<file path="config.mk">
export PLATFORM = sky130hd
export DESIGN_NAME = adder_flag_register
export DESIGN_NICKNAME = d
export VERILOG_FILES = /design/src/rtl/adder_flag_register.sv
export SDC_FILE = /design/constraint.sdc
export NUM_CORES = 1
export LEC_CHECK = 0
export CAP_MARGIN = 25
export CELL_PAD_IN_SITES_DETAIL_PLACEMENT = 1
export CELL_PAD_IN_SITES_GLOBAL_PLACEMENT = 1
export CORE_UTILIZATION = 35
export DETAILED_ROUTE_END_ITERATION = 10
export GPL_ROUTABILITY_DRIVEN = 0
export PLACE_DENSITY_LB_ADDON = 0.1
export SLEW_MARGIN = 5
export SYNTH_ARGS = -nofsm -noshare
export SYNTH_HDL_FRONTEND = slang
export SYNTH_SLANG_ARGS = --single-unit
</file>
<file path="constraint.sdc">
create_clock -name clk -period 3.1 [get_ports clk]
set_input_delay 0.62 -clock clk [delete_from_list [all_inputs] [get_ports clk]]
set_output_delay 0.62 -clock clk [all_outputs]
set_load 0.01 [all_outputs]
</file>
<file path="src/rtl/adder_flag_register.sv">
// Registered output stage for adderWithStatusFlags: holds Z and {S,ZR,CY,P,V} behind a
// valid/ready handshake, tracks sticky carry/overflow, counts overflows and evaluates condition codes.
module adder_flag_register #(
    parameter int WIDTH = 16,
    parameter int CNT_W = 8
) (
    input  logic             clk,
    input  logic             rst_n,
    input  logic             in_valid,
    output logic             in_ready,
    input  logic [WIDTH-1:0] in_z,
    input  logic             in_s,
    input  logic             in_zr,
    input  logic             in_cy,
    input  logic             in_p,
    input  logic             in_v,
    output logic             out_valid,
    input  logic             out_ready,
    output logic [WIDTH-1:0] out_z,
    output logic [4:0]       out_flags,
    output logic             flag_err,
    input  logic [3:0]       cond_sel,
    output logic             cond_true,
    input  logic             clr_sticky,
    output logic             sticky_cy,
    output logic             sticky_v,
    output logic [CNT_W-1:0] ovf_count
);

    // Handshake: a beat moves when in_valid & in_ready. in_ready is high whenever the
    // output register is empty or is being drained this cycle; there is no skid buffer.

    localparam logic [CNT_W-1:0] CNT_MAX = '1;

    logic             out_valid_q, out_valid_d;
    logic [WIDTH-1:0] z_q, z_d;
    logic [4:0]       flags_q, flags_d;
    logic             err_q, err_d;
    logic             sticky_cy_q, sticky_cy_d;
    logic             sticky_v_q, sticky_v_d;
    logic [CNT_W-1:0] ovf_count_q, ovf_count_d;

    logic accept;
    logic in_err;

    assign in_ready = !out_valid_q || out_ready;
    assign accept   = in_valid && in_ready;

    // Parity flag is odd parity: 1 when Z holds an odd number of ones.
    assign in_err = (in_s != in_z[WIDTH-1]) ||
                    (in_zr != (in_z == '0)) ||
                    (in_p != ^in_z);

    always_comb begin
        out_valid_d = out_valid_q;
        z_d         = z_q;
        flags_d     = flags_q;
        err_d       = err_q;
        if (accept) begin
            out_valid_d = 1'b1;
            z_d         = in_z;
            flags_d     = {in_s, in_zr, in_cy, in_p, in_v};
            err_d       = in_err;
        end else if (out_ready) begin
            out_valid_d = 1'b0;
        end
    end

    // A clear that coincides with an accepted beat restarts from that beat's events.
    always_comb begin
        sticky_cy_d = sticky_cy_q;
        sticky_v_d  = sticky_v_q;
        ovf_count_d = ovf_count_q;
        if (clr_sticky && accept) begin
            sticky_cy_d = in_cy;
            sticky_v_d  = in_v;
            ovf_count_d = CNT_W'(in_v);
        end else if (clr_sticky) begin
            sticky_cy_d = 1'b0;
            sticky_v_d  = 1'b0;
            ovf_count_d = '0;
        end else if (accept) begin
            sticky_cy_d = sticky_cy_q || in_cy;
            sticky_v_d  = sticky_v_q || in_v;
            if (in_v && (ovf_count_q != CNT_MAX)) begin
                ovf_count_d = ovf_count_q + CNT_W'(1);
            end
        end
    end

    always_ff @(posedge clk or negedge rst_n) begin
        if (!rst_n) begin
            out_valid_q <= 1'b0;
            z_q         <= '0;
            flags_q     <= '0;
            err_q       <= 1'b0;
            sticky_cy_q <= 1'b0;
            sticky_v_q  <= 1'b0;
            ovf_count_q <= '0;
        end else begin
            out_valid_q <= out_valid_d;
            z_q         <= z_d;
            flags_q     <= flags_d;
            err_q       <= err_d;
            sticky_cy_q <= sticky_cy_d;
            sticky_v_q  <= sticky_v_d;
            ovf_count_q <= ovf_count_d;
        end
    end

    logic f_s, f_zr, f_cy, f_p, f_v;
    logic cond_raw;

    assign {f_s, f_zr, f_cy, f_p, f_v} = flags_q;

    always_comb begin
        cond_raw = 1'b0;
        case (cond_sel)
            4'h0: cond_raw = f_zr;
            4'h1: cond_raw = !f_zr;
            4'h2: cond_raw = f_cy;
            4'h3: cond_raw = !f_cy;
            4'h4: cond_raw = f_s;
            4'h5: cond_raw = !f_s;
            4'h6: cond_raw = f_v;
            4'h7: cond_raw = !f_v;
            4'h8: cond_raw = f_cy && !f_zr;
            4'h9: cond_raw = !f_cy || f_zr;
            4'hA: cond_raw = (f_s == f_v);
            4'hB: cond_raw = (f_s != f_v);
            4'hC: cond_raw = !f_zr && (f_s == f_v);
            4'hD: cond_raw = f_zr || (f_s != f_v);
            4'hE: cond_raw = f_p;
            default: cond_raw = 1'b1;
        endcase
    end

    assign cond_true = out_valid_q && cond_raw;

    assign out_valid = out_valid_q;
    assign out_z     = z_q;
    assign out_flags = flags_q;
    assign flag_err  = err_q;
    assign sticky_cy = sticky_cy_q;
    assign sticky_v  = sticky_v_q;
    assign ovf_count = ovf_count_q;

endmodule

</file>
# Word-level counts from Yosys, hierarchy flattened
# Cells that the tools add are included.
[totals] regBits=33 input_bits=30 out_inout_bits=35
[op_classes] add_sub_neg=1 n_eq_ne=20 n_mux=13 n_reduce_logical=25
[op_table] cell="$mux W8" count=4
[op_table] cell="$eq A4 B4 Y1 const B" count=7
[op_table] cell="$eq A4 B3 Y1 const B" count=4
[op_table] cell="$logic_not A16 Y1" count=1
[op_table] cell="$reduce_xor A16 Y1" count=1
[op_table] cell="$pmux W1 S15" count=1
[op_table] cell="$add A8 B1 Y8 const B" count=1
[op_table] cell="$eq A4 B2 Y1 const B" count=2
[op_table] cell="$mux W1" count=8
[op_table] cell="$ne A8 B8 Y1 const B" count=1
[op_table] cell="$logic_or A1 B1 Y1" count=7
[op_table] cell="$logic_and A1 B1 Y1" count=6
[op_table] cell="$reduce_bool A3 Y1" count=2
[op_table] cell="$logic_not A1 Y1" count=5
[op_table] cell="$eq A4 B1 Y1 const B" count=1
[op_table] cell="$logic_not A4 Y1" count=1
[op_table] cell="$ne A1 B1 Y1" count=4
[op_table] cell="$reduce_and A2 Y1" count=1
[op_table] cell="$reduce_bool A2 Y1" count=1
[op_table] cell="$eq A1 B1 Y1" count=1

# Logic depth before layout (Yosys ltp)
# Gate-level depths: netlist (run 1).
[depth] ltp_word=6 mapped_depth=6 mapped_depth_nobuf=6

# Least setup slack after synthesis (run 1)
# Ideal clock, no wire load.
[synth_timing] path_type="input-to-output" startpoint="input cond_sel[2]" endpoint="output cond_true" arrival_ns=1.709 required_ns=2.480 path_slack_ns=0.771 stages=5 cell_sequence="buf_2 nor2_1 a2111oi_1 nor4_1 o41a_1"
[synth_via] elab_chain_len=3 elab_cells_between_ends=17 classes_between="eq/ne: 14; mux: 1; reduce/logical: 2"
[synth_lines] item="from (decl)" line_no="22" source="input logic [3:0] cond_sel,"
[synth_lines] item="$eq A4 B4 Y1 (tied with other cells)" line_no="118" source="case (cond_sel)"
[synth_lines] item="$pmux W1 S15 *" line_no="118"
[synth_lines] item="$logic_and A1 B1 Y1 *" line_no="138" source="assign cond_true = out_valid_q && cond_raw;"
[synth_lines] item="to (decl)" line_no="23" source="output logic cond_true,"
# Every way passes the cells marked *; elsewhere a longest branch is shown, timed or not.

# Final worst setup path (run 1)
# Ends and elaborated chain as after synthesis.

==> results of run 1 <==
==> metrics by stage <==
stage / worst slack, ps / utilization (%) / instances / cell area, um^2 / power [W]
3_3_place_gp: -99.89 / 52.55 / 323 / 2531 / 0.0008473
3_5_place_dp: -112.5 / 52.55 / 323 / 2531 / 0.0008553
6_report: 115.2 / 54.83 / 331 / 2641 / 0.001197
5_1_grt: 40.09 / 54.83 / 331 / 2641 / 0.001270
2_1_floorplan: 771.2 / - / 192 / 1787 / 0.0006663
4_1_cts: 106.7 / 54.83 / 331 / 2641 / 0.001223
==> worst min-delay path by stage <==
stage,from,to,slack [ps],cells past startpoint
finish,out_z[14],out_z[14],480,2
global route,out_z[14],out_z[14],510,2
CTS,out_z[6],out_z[6],490,2
detailed placement,out_z[15],out_z[15],470,2
global placement,out_z[15],out_z[15],460,2
floorplan,rst_n,flag_err,320,0
==> power groups by stage <==
stage               Combinational [W]  Sequential (W)  Clock [W]
CTS                          0.000337        0.000514   0.000372
floorplan                    0.000130        0.000536          0
global route                 0.000362        0.000519   0.000389
finish                       0.000330        0.000513   0.000354
detailed placement           0.000334        0.000521          0
global placement             0.000327        0.000521          0
==> synth_stat cells, types with 2 or more instances <==
cell type and n:
dfrtp_1 33, nand2_1 27, inv_1 24, o21ai_0 21
a21oi_1 9, ha_1 9, xnor2_1 7, nor2_1 6
clkbuf_1 4, nand4_1 4, xor2_1 4, mux2_2 3
nand2b_1 3, nor4_1 3, or4_1 3, nand3_1 2
nor3_1 2, nor3b_1 2, o21bai_1 2, o31a_1 2
o31ai_1 2
==> cell type report <==
class,instances,area (um^2),share of cell area (%)
clock inverter,1,5.005,0.1895
inverter,24,90.09,3.411
multi-input combinational,128,850.8,32.21
timing repair buffer,71,689.4,26.10
tap,67,83.83,3.174
clock buffer,7,96.34,3.648
sequential,33,825.8,31.26
==> state kept, by name, indices dropped and copies added, names as in the netlist <==
| register | flops |
|---|---|
| sticky_v | 1 |
| out_z | 16 |
| sticky_cy | 1 |
| ovf_count | 8 |
| out_flags | 5 |
| flag_err | 1 |
| out_valid | 1 |
==> routing by layer <==
| layer | vias up | wire length [um] |
|---|---|---|
| li1 | 803 | - |
| met1 | 796 | 1912 |
| met2 | 45 | 2485 |
| met3 | 7 | 233 |
| met4 | 0 | 41 |
| met5 | - | 0 |
==> logic make-up after synthesis <==
kind of cell    after synthesis
xor+xnor                     12
buf+inv                      31
fa+ha+maj                     9
compound gates               45
simple gates                 58
mux                           4
flops                        33
==> worst max-delay path: stages <==
cell,delay [ps]
clkdlybuf4s50_1,440
buf_4,180
nand3b_1,90
o22ai_1,80
o31a_1,250
o41a_1,420
dlygate4sd2_1,290
==> results.sh, run 1 <==
export IMPL_routedWlPerCell_um=14.11
export IMPL_area_growth_pct=47.83
export IMPL_cts_setup_buffers=0
export IMPL_drv_slew=0
export IMPL_switching_share_pct=27.73
export IMPL_wl_um=4672
export IMPL_diodes=0
export IMPL_reg2reg_slack_ps=1220
export IMPL_dieWidth_um=73.45
export IMPL_critPathRequiredTime_ps=2480
export IMPL_path_clk_slew_ps=70
export IMPL_synth_mux_area_share_pct=2.451
export IMPL_ioPinCount=65
export IMPL_core_rowCount=25
export IMPL_cts_inserted_buffers=5
export IMPL_synth_top_area_cell="dfrtp_1"
export IMPL_status="finished, final reports clean"
export IMPL_synth_area_leaders="dfrtp_1 46%, ha_1 6.3%, o21ai_0 5.9%"
export IMPL_drv_cap=0
export IMPL_mostFrequentLayoutCell="clkdlybuf4s50_1"
export IMPL_grt_max_degree=34
export IMPL_cp_start_kind="input pin"
export IMPL_hp_class="flop to flop"
export IMPL_syn_inst=192
export IMPL_finClkSkew_ps=7.006
export IMPL_leakage_nw=1.164
export IMPL_timing_hold_ws_ps=483.0
export IMPL_clk_latency_ps=280
export IMPL_coreArea_mm2=0.004817
export IMPL_dp_hpwl_um=3654
export IMPL_htree_levels=2
export IMPL_fp_dieH_um=73.45
export IMPL_synth_area_per_cell_um2=9.306
export IMPL_cp_arrival_ps=2360
export IMPL_yosysSeqAreaShare_pct=46.22
export IMPL_timing_slew_headroom_pct=58.54
export IMPL_synth_warnings=0
export IMPL_via_count=1651
export IMPL_synth_top_family_by_area="simple AND/OR/NAND/NOR gates"
export IMPL_setup_viol=0
export IMPL_ctsResizeCount=5
export IMPL_fin_crit_sh_pct=96.29
export IMPL_synth_compound_area_share_pct=15.55
export IMPL_busiest_layer="met2"
export IMPL_tns_ps=0
export IMPL_first_global_vias=1657
export IMPL_power_density_mw_per_mm2=453.2
export IMPL_p_int_w=0.0008651
export IMPL_async_reset_ff_share_pct=100.0
export IMPL_power_switching_w=0.0003319
export IMPL_grt_antenna_before_repair=0
export IMPL_synth_edf_count=0
export IMPL_synth_top_area_share_pct=46.22
export IMPL_viasPerCell=4.988
export IMPL_period_needed_ps=2985
export IMPL_crit_fanout=7
export IMPL_holdBufCountCts=0
export IMPL_rsz0062_at_grt="false"
export IMPL_cp_end_kind="output pin"
export IMPL_start_util_pct=37.09
export IMPL_tritoncts="done"
export IMPL_rr_worst_depth=5
export IMPL_ys_ff_latch=33
export IMPL_yosys_area_share_simple_pct=15.97
export IMPL_grt_pass1_wl_um=7617
export IMPL_setup_worst_path_start="cond_sel[2]"
export IMPL_ys_types=41
export IMPL_ant_nets=0
export IMPL_timing_rr_start="ovf_count[0]"
export IMPL_num_nets_final=302
export IMPL_syn_nets=231
export IMPL_drive_gt1_share_pct=7.955
export IMPL_p_seq_share_pct=42.9
export IMPL_final_cell_mix="61 x clkdlybuf4s50_1, 33 x dfrtp_1, 27 x nand2_1, 24 x inv_1, 21 x o21ai_0"
export IMPL_grt_ovfl_total=0
export IMPL_die_area_mm2=0.005395
export IMPL_met3_usage_pct=4.938
export IMPL_root_buffer="clkbuf_8"
export IMPL_fillers=567
export IMPL_clockPowerShare_pct=29.5
export IMPL_use_met1_pct=21.39
export IMPL_clockBufferDepth=2
export IMPL_max_slew_worst_pin_slew_ps=621.3
export IMPL_crit_end="cond_true"
export IMPL_power_frac_comb_pct=27.6
export IMPL_numPortBuffers=64
export IMPL_grt_usage_pct=18.50
export IMPL_synth_fa_ha_area_share_pct=6.303
export IMPL_dr_pass1_iters=4
export IMPL_clock_sinks=33
export IMPL_hold_viol=0
export IMPL_path_class="input pin to output pin"
export IMPL_met2_usage_pct=33.44
export IMPL_first_iter_violations=39
export IMPL_drc_errors=0
export IMPL_r2r_end="ovf_count[4]"
export IMPL_max_freq_mhz=335.0
export IMPL_vdd_drop_max_uv=287.1
export IMPL_synthXorXnorAreaFrac_pct=6.653
export IMPL_synthFlopType="dfrtp_1"
export IMPL_synthesis_area_mm2=0.001787
Power figures use the tool's default switching activity.
==> run 2: changes to the inputs <==
- CORE_UTILIZATION: 35 -> 36
- CTS_BUF_LIST: default -> sky130_fd_sc_hd__clkbuf_2 sky130_fd_sc_hd__clkbuf_4 sky130_fd_sc_hd__clkbuf_8
==> run 2 against run 1 <==
Final area increased by 0.43%. Clock skew decreased by 2.1 ps. Maximum frequency decreased by 1.6%. Combinational power about the same. Routed wire length decreased by 1.2%. Hold slack got worse by 1.6 ps. Die area decreased by 2.7%. Sequential share of layout area decreased by 0.13 points. Clock power decreased by 4%. Power decreased by 1.0%. Critical path depth unchanged. Sequential cell count unchanged. Critical endpoint unchanged.
==> results.sh, run 2 (same netlist as run 1, synthesis figures left out) <==
export IMPL_start_util_pct=37.58
export IMPL_fin_crit_sh_pct=97.87
export IMPL_grt_max_degree=34
export IMPL_postLayoutCoreUtil_pct=55.79
export IMPL_hold_viol=0
export IMPL_crit_cells=7
export IMPL_leakage_nw=1.165
export IMPL_slowest_stage="clkdlybuf4s50_1"
export IMPL_max_freq_mhz=329.6
export IMPL_routedWlPerCell_um=13.94
export IMPL_num_nets_final=303
export IMPL_cp_end_kind="output pin"
export IMPL_htree_levels=2
export IMPL_path_clk_slew_ps=60
export IMPL_whs_endpoint="out_z[7]"
export IMPL_clock_sinks=33
export IMPL_diodes=0
export IMPL_critPathRequiredTime_ps=2480
export IMPL_reg2reg_slack_ps=1250
export IMPL_grt_pass1_wl_um=7645
export IMPL_via_count=1619
export IMPL_cts_inserted_buffers=5
export IMPL_crit_family="buffers and inverters"
export IMPL_power_w=0.001185
export IMPL_dr_pass1_iters=4
export IMPL_core_rowCount=25
export IMPL_path_cells="clkdlybuf4s50_1 -> buf_4 -> nand3b_1 -> o22ai_1 -> o31a_1 -> o41a_1 -> dlygate4sd2_1"
export IMPL_holdCritStartpoint="out_z[7]"
export IMPL_timing_rr_start="ovf_count[0]"
export IMPL_area_growth_pct=48.46
export IMPL_grt_usage_pct=19.19
export IMPL_first_global_vias=1662
export IMPL_drv_cap=0
export IMPL_fp_dieH_um=72.45
export IMPL_final_cell_mix="63 x clkdlybuf4s50_1, 33 x dfrtp_1, 27 x nand2_1, 24 x inv_1, 21 x o21ai_0"
export IMPL_fin_ws_ps=65.94
export IMPL_drv_slew=0
export IMPL_rr_worst_depth=5
export IMPL_root_buffer="clkbuf_8"
export IMPL_grt_ovfl_total=0
export IMPL_drc_errors=0
export IMPL_clockBufferDepth=2
export IMPL_coreArea_mm2=0.004755
export IMPL_status="finished, final reports clean"
export IMPL_largest_reg_flops=16
export IMPL_fillers=586
export IMPL_die_area_mm2=0.005249
export IMPL_vdd_drop_max_uv=244.4
export IMPL_hp_class="flop to flop"
export IMPL_drive_gt1_share_pct=7.955
export IMPL_finClkSkew_ps=4.935
export IMPL_grt_antenna_before_repair=0
export IMPL_r2r_end="ovf_count[4]"
export IMPL_path_class="input pin to output pin"
export IMPL_ioPinCount=65
export IMPL_dp_hpwl_um=3587
export IMPL_dp_slack_ps=-149.3
export IMPL_cp_start_kind="input pin"
export IMPL_rsz0062_at_grt="false"
export IMPL_ctsResizeCount=3
export IMPL_crit_fanout=8
export IMPL_ant_nets=0
export IMPL_setup_viol=0
export IMPL_holdBufCountCts=0
export IMPL_cts_setup_buffers=0
export IMPL_tritoncts="done"
export IMPL_wl_um=4614
export IMPL_dieWidth_um=72.45
export IMPL_cp_slowest_stage_delay_ps=440
export IMPL_timing_slew_headroom_pct=64.34
export IMPL_period_needed_ps=3034
export IMPL_power_density_mw_per_mm2=446.6
export IMPL_first_iter_violations=44
export IMPL_viasPerCell=4.891
export IMPL_max_slew_worst_pin_slew_ps=534.3
export IMPL_cp_arrival_ps=2410
export IMPL_mostFrequentLayoutCell="clkdlybuf4s50_1"
export IMPL_hold_depth=2
export IMPL_clk_latency_ps=280
export IMPL_path_buf_inv=3
export IMPL_numPortBuffers=64
[run 2: cell types whose count changed in the layout (fill, tap and decap cells not counted), sizes merged]
cell           delta
buf               +1
clkdlybuf4s50     +2
clkinv            -1
dlygate4sd2       -2
[run 2: through the flow]
stage	TNS [ps]	cell area, um^2	hold slack, ps	cells
after floorplan	0	1787	324.4	192
after global placement	-84.77	2551	462.0	324
after detailed placement	-149.3	2551	473.6	324
after CTS	0	2653	488.9	331
after global routing	0	2653	502.5	331
final	0	2653	481.4	331
[run 2: worst max-delay path by stage]
stage | from | endpoint | slack [ps]
after floorplan | cond_sel[2] | cond_true | 770
after global placement | cond_sel[2] | cond_true | -80
after detailed placement | cond_sel[2] | cond_true | -150
after CTS | cond_sel[2] | cond_true | 70
after global routing | cond_sel[2] | cond_true | 10
final | cond_sel[2] | cond_true | 70
[run 2: layout make-up]
| type | instances | area, um^2 | share of cell area [%] |
|---|---|---|---|
| multi-input combinational | 128 | 850.8 | 32.08 |
| sequential | 33 | 825.8 | 31.13 |
| timing repair buffer | 72 | 711.9 | 26.84 |
| clock buffer | 7 | 90.09 | 3.396 |
| inverter | 24 | 90.09 | 3.396 |
| tap | 67 | 83.83 | 3.160 |
[run 2: worst register-to-register path: cells and delay by family, from the launching register on]
family | cells | cell delay [ps]
DFF | 1 | 420
adders and majority gates | 1 | 250
and+or+nand+nor | 2 | 620
AOI/OAI and AO/OA | 2 | 470
[run 2: power by group]
part	switching, W	internal, W
clock network	0.000154	0.000185
registers	0.0000372	0.000476
logic	0.000140	0.000193
[run 2: layer usage]
metal  GRT usage, %  up-vias  part of all wire, %
li1               -      800                    -
met1          23.08      770                   43
met2          33.13       42                   51
met3          4.028        7                  3.7
met4          8.279        0                  1.9
met5              0        -                    0
==> run 3: changes to the inputs <==
- SLEW_MARGIN: 5 -> 20
==> results of run 3 <==
Final layout, timing and power as in run 2 (identical DEF).
